--- src/rtl/alu_op_sequencer_if.sv ---
// Command, downstream-ALU and result signals of the ALU op sequencer.
// The slave modport is the sequencer's view; the master modport is the environment's view.
interface alu_op_sequencer_if;
    logic        in_valid;
    logic        in_ready;
    logic [31:0] in_A;
    logic [31:0] in_B;
    logic [3:0]  in_sel;
    logic        in_Cin;

    logic [31:0] alu_A;
    logic [31:0] alu_B;
    logic [3:0]  alu_sel;
    logic        alu_Cin;
    logic [31:0] alu_Y;
    logic        alu_Cout;
    logic        alu_Negative;
    logic        alu_Zero;
    logic        alu_Overflow;

    logic        out_valid;
    logic        out_ready;
    logic [31:0] out_Y;
    logic [4:0]  out_flags;
    logic [2:0]  fifo_count;
    logic        sticky_err;

    modport slave (
        input  in_valid, in_A, in_B, in_sel, in_Cin,
        input  alu_Y, alu_Cout, alu_Negative, alu_Zero, alu_Overflow,
        input  out_ready,
        output in_ready, alu_A, alu_B, alu_sel, alu_Cin,
        output out_valid, out_Y, out_flags, fifo_count, sticky_err
    );

    modport master (
        output in_valid, in_A, in_B, in_sel, in_Cin,
        output alu_Y, alu_Cout, alu_Negative, alu_Zero, alu_Overflow,
        output out_ready,
        input  in_ready, alu_A, alu_B, alu_sel, alu_Cin,
        input  out_valid, out_Y, out_flags, fifo_count, sticky_err
    );
endinterface

--- src/rtl/alu_op_sequencer.sv ---
// Queues ALU commands in a 4-deep FIFO, issues them one at a time to an external
// combinational ALU, and returns each result with an illegal-opcode flag.
module alu_op_sequencer (
    input  logic              clk,
    input  logic              rst,
    alu_op_sequencer_if.slave bus
);
    typedef enum logic [1:0] {S_IDLE, S_ISSUE, S_HOLD} state_t;

    typedef struct packed {
        logic [31:0] a;
        logic [31:0] b;
        logic [3:0]  sel;
        logic        cin;
    } cmd_t;

    cmd_t        r_mem [4];
    logic [1:0]  r_wr_ptr;
    logic [1:0]  r_rd_ptr;
    logic [2:0]  r_count;
    state_t      r_state;
    cmd_t        r_alu;
    logic        r_out_valid;
    logic [31:0] r_out_y;
    logic [4:0]  r_out_flags;
    logic        r_sticky_err;

    logic        w_push;
    logic        w_pop;
    logic        w_illegal;
    cmd_t        w_in_cmd;

    assign w_in_cmd  = '{a: bus.in_A, b: bus.in_B, sel: bus.in_sel, cin: bus.in_Cin};
    assign w_push    = bus.in_valid && bus.in_ready;
    // A pop happens whenever the FSM loads a new head: from IDLE, or on a HOLD handshake.
    assign w_pop     = (r_count != 3'd0) &&
                       ((r_state == S_IDLE) || (r_state == S_HOLD && bus.out_ready));
    assign w_illegal = (r_alu.sel == 4'b1001) || (r_alu.sel == 4'b1110) || (r_alu.sel == 4'b1111);

    assign bus.in_ready   = !rst && (r_count != 3'd4);
    assign bus.alu_A      = r_alu.a;
    assign bus.alu_B      = r_alu.b;
    assign bus.alu_sel    = r_alu.sel;
    assign bus.alu_Cin    = r_alu.cin;
    assign bus.out_valid  = r_out_valid;
    assign bus.out_Y      = r_out_y;
    assign bus.out_flags  = r_out_flags;
    assign bus.fifo_count = r_count;
    assign bus.sticky_err = r_sticky_err;

    // NOTE: storage is not reset; pointers and count define what is valid, so stale entries are never read.
    always_ff @(posedge clk) begin
        if (w_push) begin
            r_mem[r_wr_ptr] <= w_in_cmd;
        end
    end

    // NOTE: all state uses non-blocking assignments so every register samples pre-edge values.
    always_ff @(posedge clk) begin
        if (rst) begin
            r_wr_ptr     <= '0;
            r_rd_ptr     <= '0;
            r_count      <= '0;
            r_state      <= S_IDLE;
            r_alu        <= '0;
            r_out_valid  <= 1'b0;
            r_out_y      <= '0;
            r_out_flags  <= '0;
            r_sticky_err <= 1'b0;
        end else begin
            if (w_push) r_wr_ptr <= r_wr_ptr + 2'd1;
            if (w_pop)  r_rd_ptr <= r_rd_ptr + 2'd1;
            r_count <= r_count + {2'b00, w_push} - {2'b00, w_pop};

            case (r_state)
                S_IDLE: begin
                    if (w_pop) begin
                        r_alu   <= r_mem[r_rd_ptr];
                        r_state <= S_ISSUE;
                    end
                end
                S_ISSUE: begin
                    r_out_y     <= bus.alu_Y;
                    r_out_flags <= {w_illegal, bus.alu_Cout, bus.alu_Negative,
                                    bus.alu_Zero, bus.alu_Overflow};
                    r_out_valid <= 1'b1;
                    if (w_illegal) r_sticky_err <= 1'b1;
                    r_state     <= S_HOLD;
                end
                S_HOLD: begin
                    if (bus.out_ready) begin
                        r_out_valid <= 1'b0;
                        if (w_pop) begin
                            r_alu   <= r_mem[r_rd_ptr];
                            r_state <= S_ISSUE;
                        end else begin
                            r_state <= S_IDLE;
                        end
                    end
                end
                default: r_state <= S_IDLE;
            endcase
        end
    end
endmodule
--- src/flat_wrapper.sv ---
// flat-port wrapper written by rule: the top's interface ports become plain ports
module alu_op_sequencer_flat 
  (clk, rst, bus_in_valid, bus_in_A, bus_in_B, bus_in_sel, bus_in_Cin, bus_alu_Y, bus_alu_Cout, bus_alu_Negative, bus_alu_Zero, bus_alu_Overflow, bus_out_ready, bus_in_ready, bus_alu_A, bus_alu_B, bus_alu_sel, bus_alu_Cin, bus_out_valid, bus_out_Y, bus_out_flags, bus_fifo_count, bus_sticky_err);
  alu_op_sequencer_if bus_i ();
  input  logic clk;
  input  logic rst;
  input wire logic [$bits(bus_i.in_valid)-1:0] bus_in_valid;
  input wire logic [$bits(bus_i.in_A)-1:0] bus_in_A;
  input wire logic [$bits(bus_i.in_B)-1:0] bus_in_B;
  input wire logic [$bits(bus_i.in_sel)-1:0] bus_in_sel;
  input wire logic [$bits(bus_i.in_Cin)-1:0] bus_in_Cin;
  input wire logic [$bits(bus_i.alu_Y)-1:0] bus_alu_Y;
  input wire logic [$bits(bus_i.alu_Cout)-1:0] bus_alu_Cout;
  input wire logic [$bits(bus_i.alu_Negative)-1:0] bus_alu_Negative;
  input wire logic [$bits(bus_i.alu_Zero)-1:0] bus_alu_Zero;
  input wire logic [$bits(bus_i.alu_Overflow)-1:0] bus_alu_Overflow;
  input wire logic [$bits(bus_i.out_ready)-1:0] bus_out_ready;
  output wire logic [$bits(bus_i.in_ready)-1:0] bus_in_ready;
  output wire logic [$bits(bus_i.alu_A)-1:0] bus_alu_A;
  output wire logic [$bits(bus_i.alu_B)-1:0] bus_alu_B;
  output wire logic [$bits(bus_i.alu_sel)-1:0] bus_alu_sel;
  output wire logic [$bits(bus_i.alu_Cin)-1:0] bus_alu_Cin;
  output wire logic [$bits(bus_i.out_valid)-1:0] bus_out_valid;
  output wire logic [$bits(bus_i.out_Y)-1:0] bus_out_Y;
  output wire logic [$bits(bus_i.out_flags)-1:0] bus_out_flags;
  output wire logic [$bits(bus_i.fifo_count)-1:0] bus_fifo_count;
  output wire logic [$bits(bus_i.sticky_err)-1:0] bus_sticky_err;
  assign bus_i.in_valid = bus_in_valid;
  assign bus_i.in_A = bus_in_A;
  assign bus_i.in_B = bus_in_B;
  assign bus_i.in_sel = bus_in_sel;
  assign bus_i.in_Cin = bus_in_Cin;
  assign bus_i.alu_Y = bus_alu_Y;
  assign bus_i.alu_Cout = bus_alu_Cout;
  assign bus_i.alu_Negative = bus_alu_Negative;
  assign bus_i.alu_Zero = bus_alu_Zero;
  assign bus_i.alu_Overflow = bus_alu_Overflow;
  assign bus_i.out_ready = bus_out_ready;
  assign bus_in_ready = bus_i.in_ready;
  assign bus_alu_A = bus_i.alu_A;
  assign bus_alu_B = bus_i.alu_B;
  assign bus_alu_sel = bus_i.alu_sel;
  assign bus_alu_Cin = bus_i.alu_Cin;
  assign bus_out_valid = bus_i.out_valid;
  assign bus_out_Y = bus_i.out_Y;
  assign bus_out_flags = bus_i.out_flags;
  assign bus_fifo_count = bus_i.fifo_count;
  assign bus_sticky_err = bus_i.sticky_err;
  alu_op_sequencer u_core (.clk(clk), .rst(rst), .bus(bus_i));
endmodule
--- config.mk ---
export PLATFORM = sky130hd
export DESIGN_NAME = alu_op_sequencer_flat
export DESIGN_NICKNAME = d
export VERILOG_FILES = /design/src/rtl/alu_op_sequencer_if.sv /design/src/rtl/alu_op_sequencer.sv /design/src/flat_wrapper.sv
export SDC_FILE = /design/constraint.sdc
export NUM_CORES = 1
export LEC_CHECK = 0
export ABC_AREA = 1
export BUFFER_PORTS_ARGS = -buffer_cell sky130_fd_sc_hd__buf_2
export CORE_MARGIN = 2
export CORE_UTILIZATION = 57
export CTS_BUF_LIST = sky130_fd_sc_hd__clkbuf_4 sky130_fd_sc_hd__clkbuf_8
export DETAILED_ROUTE_END_ITERATION = 8
export HOLD_SLACK_MARGIN = 0.06
export PLACE_DENSITY = 0.88
export SYNTH_ARGS = -nofsm -noshare
export SYNTH_HDL_FRONTEND = slang
export SYNTH_SLANG_ARGS = --single-unit
export TNS_END_PERCENT = 100
--- constraint.sdc ---
create_clock -name clk -period 9.17 [get_ports clk]
set_input_delay 0.4585 -clock clk [delete_from_list [all_inputs] [get_ports clk]]
set_output_delay 0.4585 -clock clk [all_outputs]
set_load 0.05 [all_outputs]
==> impl_metrics.yaml <==
critical_path:
  kind_of_end_point_of_the_critical_path: "register"
  crit_start_category: "register"
  crit_top_cell: "sky130_fd_sc_hd__nor2_4"
  critical_path.slowest_cell: "sky130_fd_sc_hd__nor2_4"
  critical_path.cell_chain: "nor2_4 -> nand2_1 -> nand3_1 -> nor2_4 -> buf_4"
  highest_fanout_seen_on_the_critical_path: 45
  worst_path_largest_cell_delay_ns: 0.76
  path_class: "reg -> reg"
  worst_ep_required_ns: 9.38
  critical_path_arrival_ns: 3.08
synthesis:
  total_number_of_yosys_warnings: 0
  yosys.area.top_type_share: 0.510
  post_synth_most_frequent_cells: "500 x sky130_fd_sc_hd__nand2_1, 363 x sky130_fd_sc_hd__inv_1, 276 x sky130_fd_sc_hd__edfxtp_1"
  synth_sequential_area_ratio: 0.656
  yosysTopAreaCell: "sky130_fd_sc_hd__edfxtp_1"
  post_synth_instance_area_mm2: 0.0163
  synth-edff-count: 276
  ffs_latches_synth: 395
  synth_top_cells_by_area: "sky130_fd_sc_hd__edfxtp_1 51%, sky130_fd_sc_hd__dfxtp_1 15%, sky130_fd_sc_hd__nand2_1 12%"
  synth_flop_cell: "sky130_fd_sc_hd__edfxtp_1"
  yosys.cell_types.count: 23
  syn_area_per_cell_um2: 9.20
  synth.net_count: 1884
  yosysMostFrequentCell: "sky130_fd_sc_hd__nand2_1"
  synthesized_instance_count: 1768
  postSynth.asyncResetShare: 0
sta:
  number_of_endpoints_with_negative_hold_slack_in_the_final_report: 0
  relSlewSlack: 0.167
  period_needed_ns: 2.86
  setup_total_negative_slack_ns: 0
  finClkSkew_ns: 0.0175
  worst_pin_slew_ns: 1.25
  grt_setup_unrepaired: "false"
  final-max-slew-violation-count: 0
  finalSetupViolCount: 0
  min_hold_slack_ns: 0.0924
  timing.fmax_mhz: 349
  fin_crit_sh: 0.312
drt:
  route.detailed.wl_per_inst_um: 14.6
  antenna_left: 0
  via_count: 12100
  initialDrtViolationCount: 982
  detailedRoute.firstPassIterationCount: 5
  vias_per_inst: 4.88
  post-route-drc-count: 0
  totalWireLength_mm: 36.2
clock_network:
  tritoncts: "built"
  clk_path_buf_depth: 3
  cts_setup_buffers: 0
  cts_made_buffers: 59
  insertion_delay_ns: 0.60
  cts-htree-levels: 2
  clockRootBuffer: "sky130_fd_sc_hd__clkbuf_8"
  clock_sinks: 395
  clk_pin_slew_ns: 0.07
hold_path:
  timing.hold.worst.class: "in -> reg"
grt:
  antenna_found_initial: 5
  gr-usage-all-layers: 0.240
  global_route.overflow_total: 0
  via_count_of_the_first_global_routing_pass: 11900
  grt_first_pass_wirelength_mm: 57.8
  maximum_number_of_pins_on_one_net_before_global_route_repair: 111
die:
  initial_core_util: 0.582
  floorplan.die_area_mm2: 0.0299
  die_h_um: 173
  design.core.area_mm2: 0.0279
  placementRows: 61
  die_width_um: 173
  io_pins: 221
power_and_ir_drop:
  finalPower_mw: 6.18
  peakVddDrop_mv: 0.201
  p_leak_nw: 9.39
  power_density_mw_per_mm2: 318
placement:
  detailedPlacementHpwl_mm: 20.2
  gpl_wtd_cong: 0.800
  place.port_buffers: 220
final_layout:
  n_fill_cell: 1950
  post_route_cells_drive_above_1_share: 0.169
  synthToLayoutAreaGrowth_pct: 19.6
  nNetsFinal: 2151
flow_run:
  drv_cap: 0
outcome:
  run_status: "complete, no violations"
==> cell usage in the layout (no fill, tap or decap), drive strengths merged <==
cell,count
o21ai,37
nor2,225
inv,368
edfxtp,276
nand4,1
dfxtp,119
fa,1
clkbuf,94
nand3,143
diode,5
a211oi,1
bufinv,3
nand2,503
clkinv,14
buf,229
ha,6
clkinvlp,1
dlygate4sd3,58
a21oi,6
xor2,1
==> worst max-delay path: cells and delay by family (launching register included) <==
family                 cells  cell delay, ns
and+or+nand+nor            4            1.29
buffers and inverters      1            0.70
DFF                        1            0.46
==> path summary, 6_finish.rpt <==
kind | start | end | slack (ns) | cells past startpoint
worst max-delay path | u_core.bus.fifo_count[1] | u_core.r_mem[2][5] | 6.31 | 5
worst min-delay path | bus_in_B[13] | u_core.r_mem[3][18] | 0.09 | 1
worst max register to register | u_core.bus.fifo_count[1] | u_core.r_mem[2][5] | 6.31 | 5
worst min register to register | u_core.r_state[0] | u_core.r_state[1] | 0.46 | 1
==> layer usage <==
metal  global-route usage  wire length [µm]  share of wire
met1                0.274             13900           0.38
met2                0.436             18600           0.51
met3               0.0422              2440          0.067
met4                0.114              1250          0.035
met5                    0                10        0.00028
==> flip-flops by register name, summed over array words and instances, names as in the netlist, named ones only <==
name and cells:
u_core.bus.out_flags 5, u_core.r_state 2, u_core.bus.alu_sel 4, u_core.bus.fifo_count 3
u_core.r_wr_ptr 2, u_core.bus.alu_A 32, u_core.bus.out_valid 1, u_core.r_rd_ptr 2
u_core.bus.alu_B 32, u_core.bus.sticky_err 1, u_core.r_mem 276, u_core.bus.out_Y 32
u_core.bus.alu_Cin 1
==> what timing repair did <==
| item | in CTS | in global routing |
|---|---|---|
| resized for setup | 0 | 0 |
| endpoints found under the setup margin | 0 | 0 |
| hold buffers | 58 | 0 |
| endpoints found under the hold margin | 214 | 0 |
==> area by class of cell <==
type / instances / area, µm² / share of cell area
multi-input combinational: 924 / 3830 / 0.197
clock inverter: 18 / 166 / 0.00855
clock buffer: 94 / 1160 / 0.0594
tap: 378 / 473 / 0.0243
antenna: 5 / 12.5 / 0.000643
inverter: 368 / 1390 / 0.0712
timing repair buffer: 287 / 1750 / 0.0899
sequential: 395 / 10700 / 0.549
==> cells by family (layout without fill, tap and decap cells) <==
group                    Yosys count  in the layout  synth area share
other                              0              5                 0
XOR/XNOR                           1              1          0.000539
AND/OR/NAND/NOR                  872            872             0.213
flip-flops                       395            395             0.656
buffers and inverters            449            767             0.110
adder cells (fa/ha/maj)            7              7           0.00585
AO/OA/AOI/OAI                     44             44            0.0137
==> where the power goes <==
| group | switching (mW) | internal, mW |
|---|---|---|
| clock network | 0.660 | 0.885 |
| logic | 1.67 | 0.584 |
| registers | 0.214 | 2.17 |
==> metrics by stage <==
| stage | setup WS, ns | util | instances | cell area (µm²) |
|---|---|---|---|---|
| floorplan | 4.66 | - | 1768 | 16300 |
| global placement | 6.25 | 0.628 | 2294 | 17500 |
| detailed placement | 6.20 | 0.628 | 2294 | 17500 |
| CTS | 6.24 | 0.696 | 2464 | 19400 |
| global route | 6.11 | 0.696 | 2469 | 19500 |
| finish | 6.31 | 0.696 | 2469 | 19500 |
Note: power is estimated with default switching activity, not from simulation.
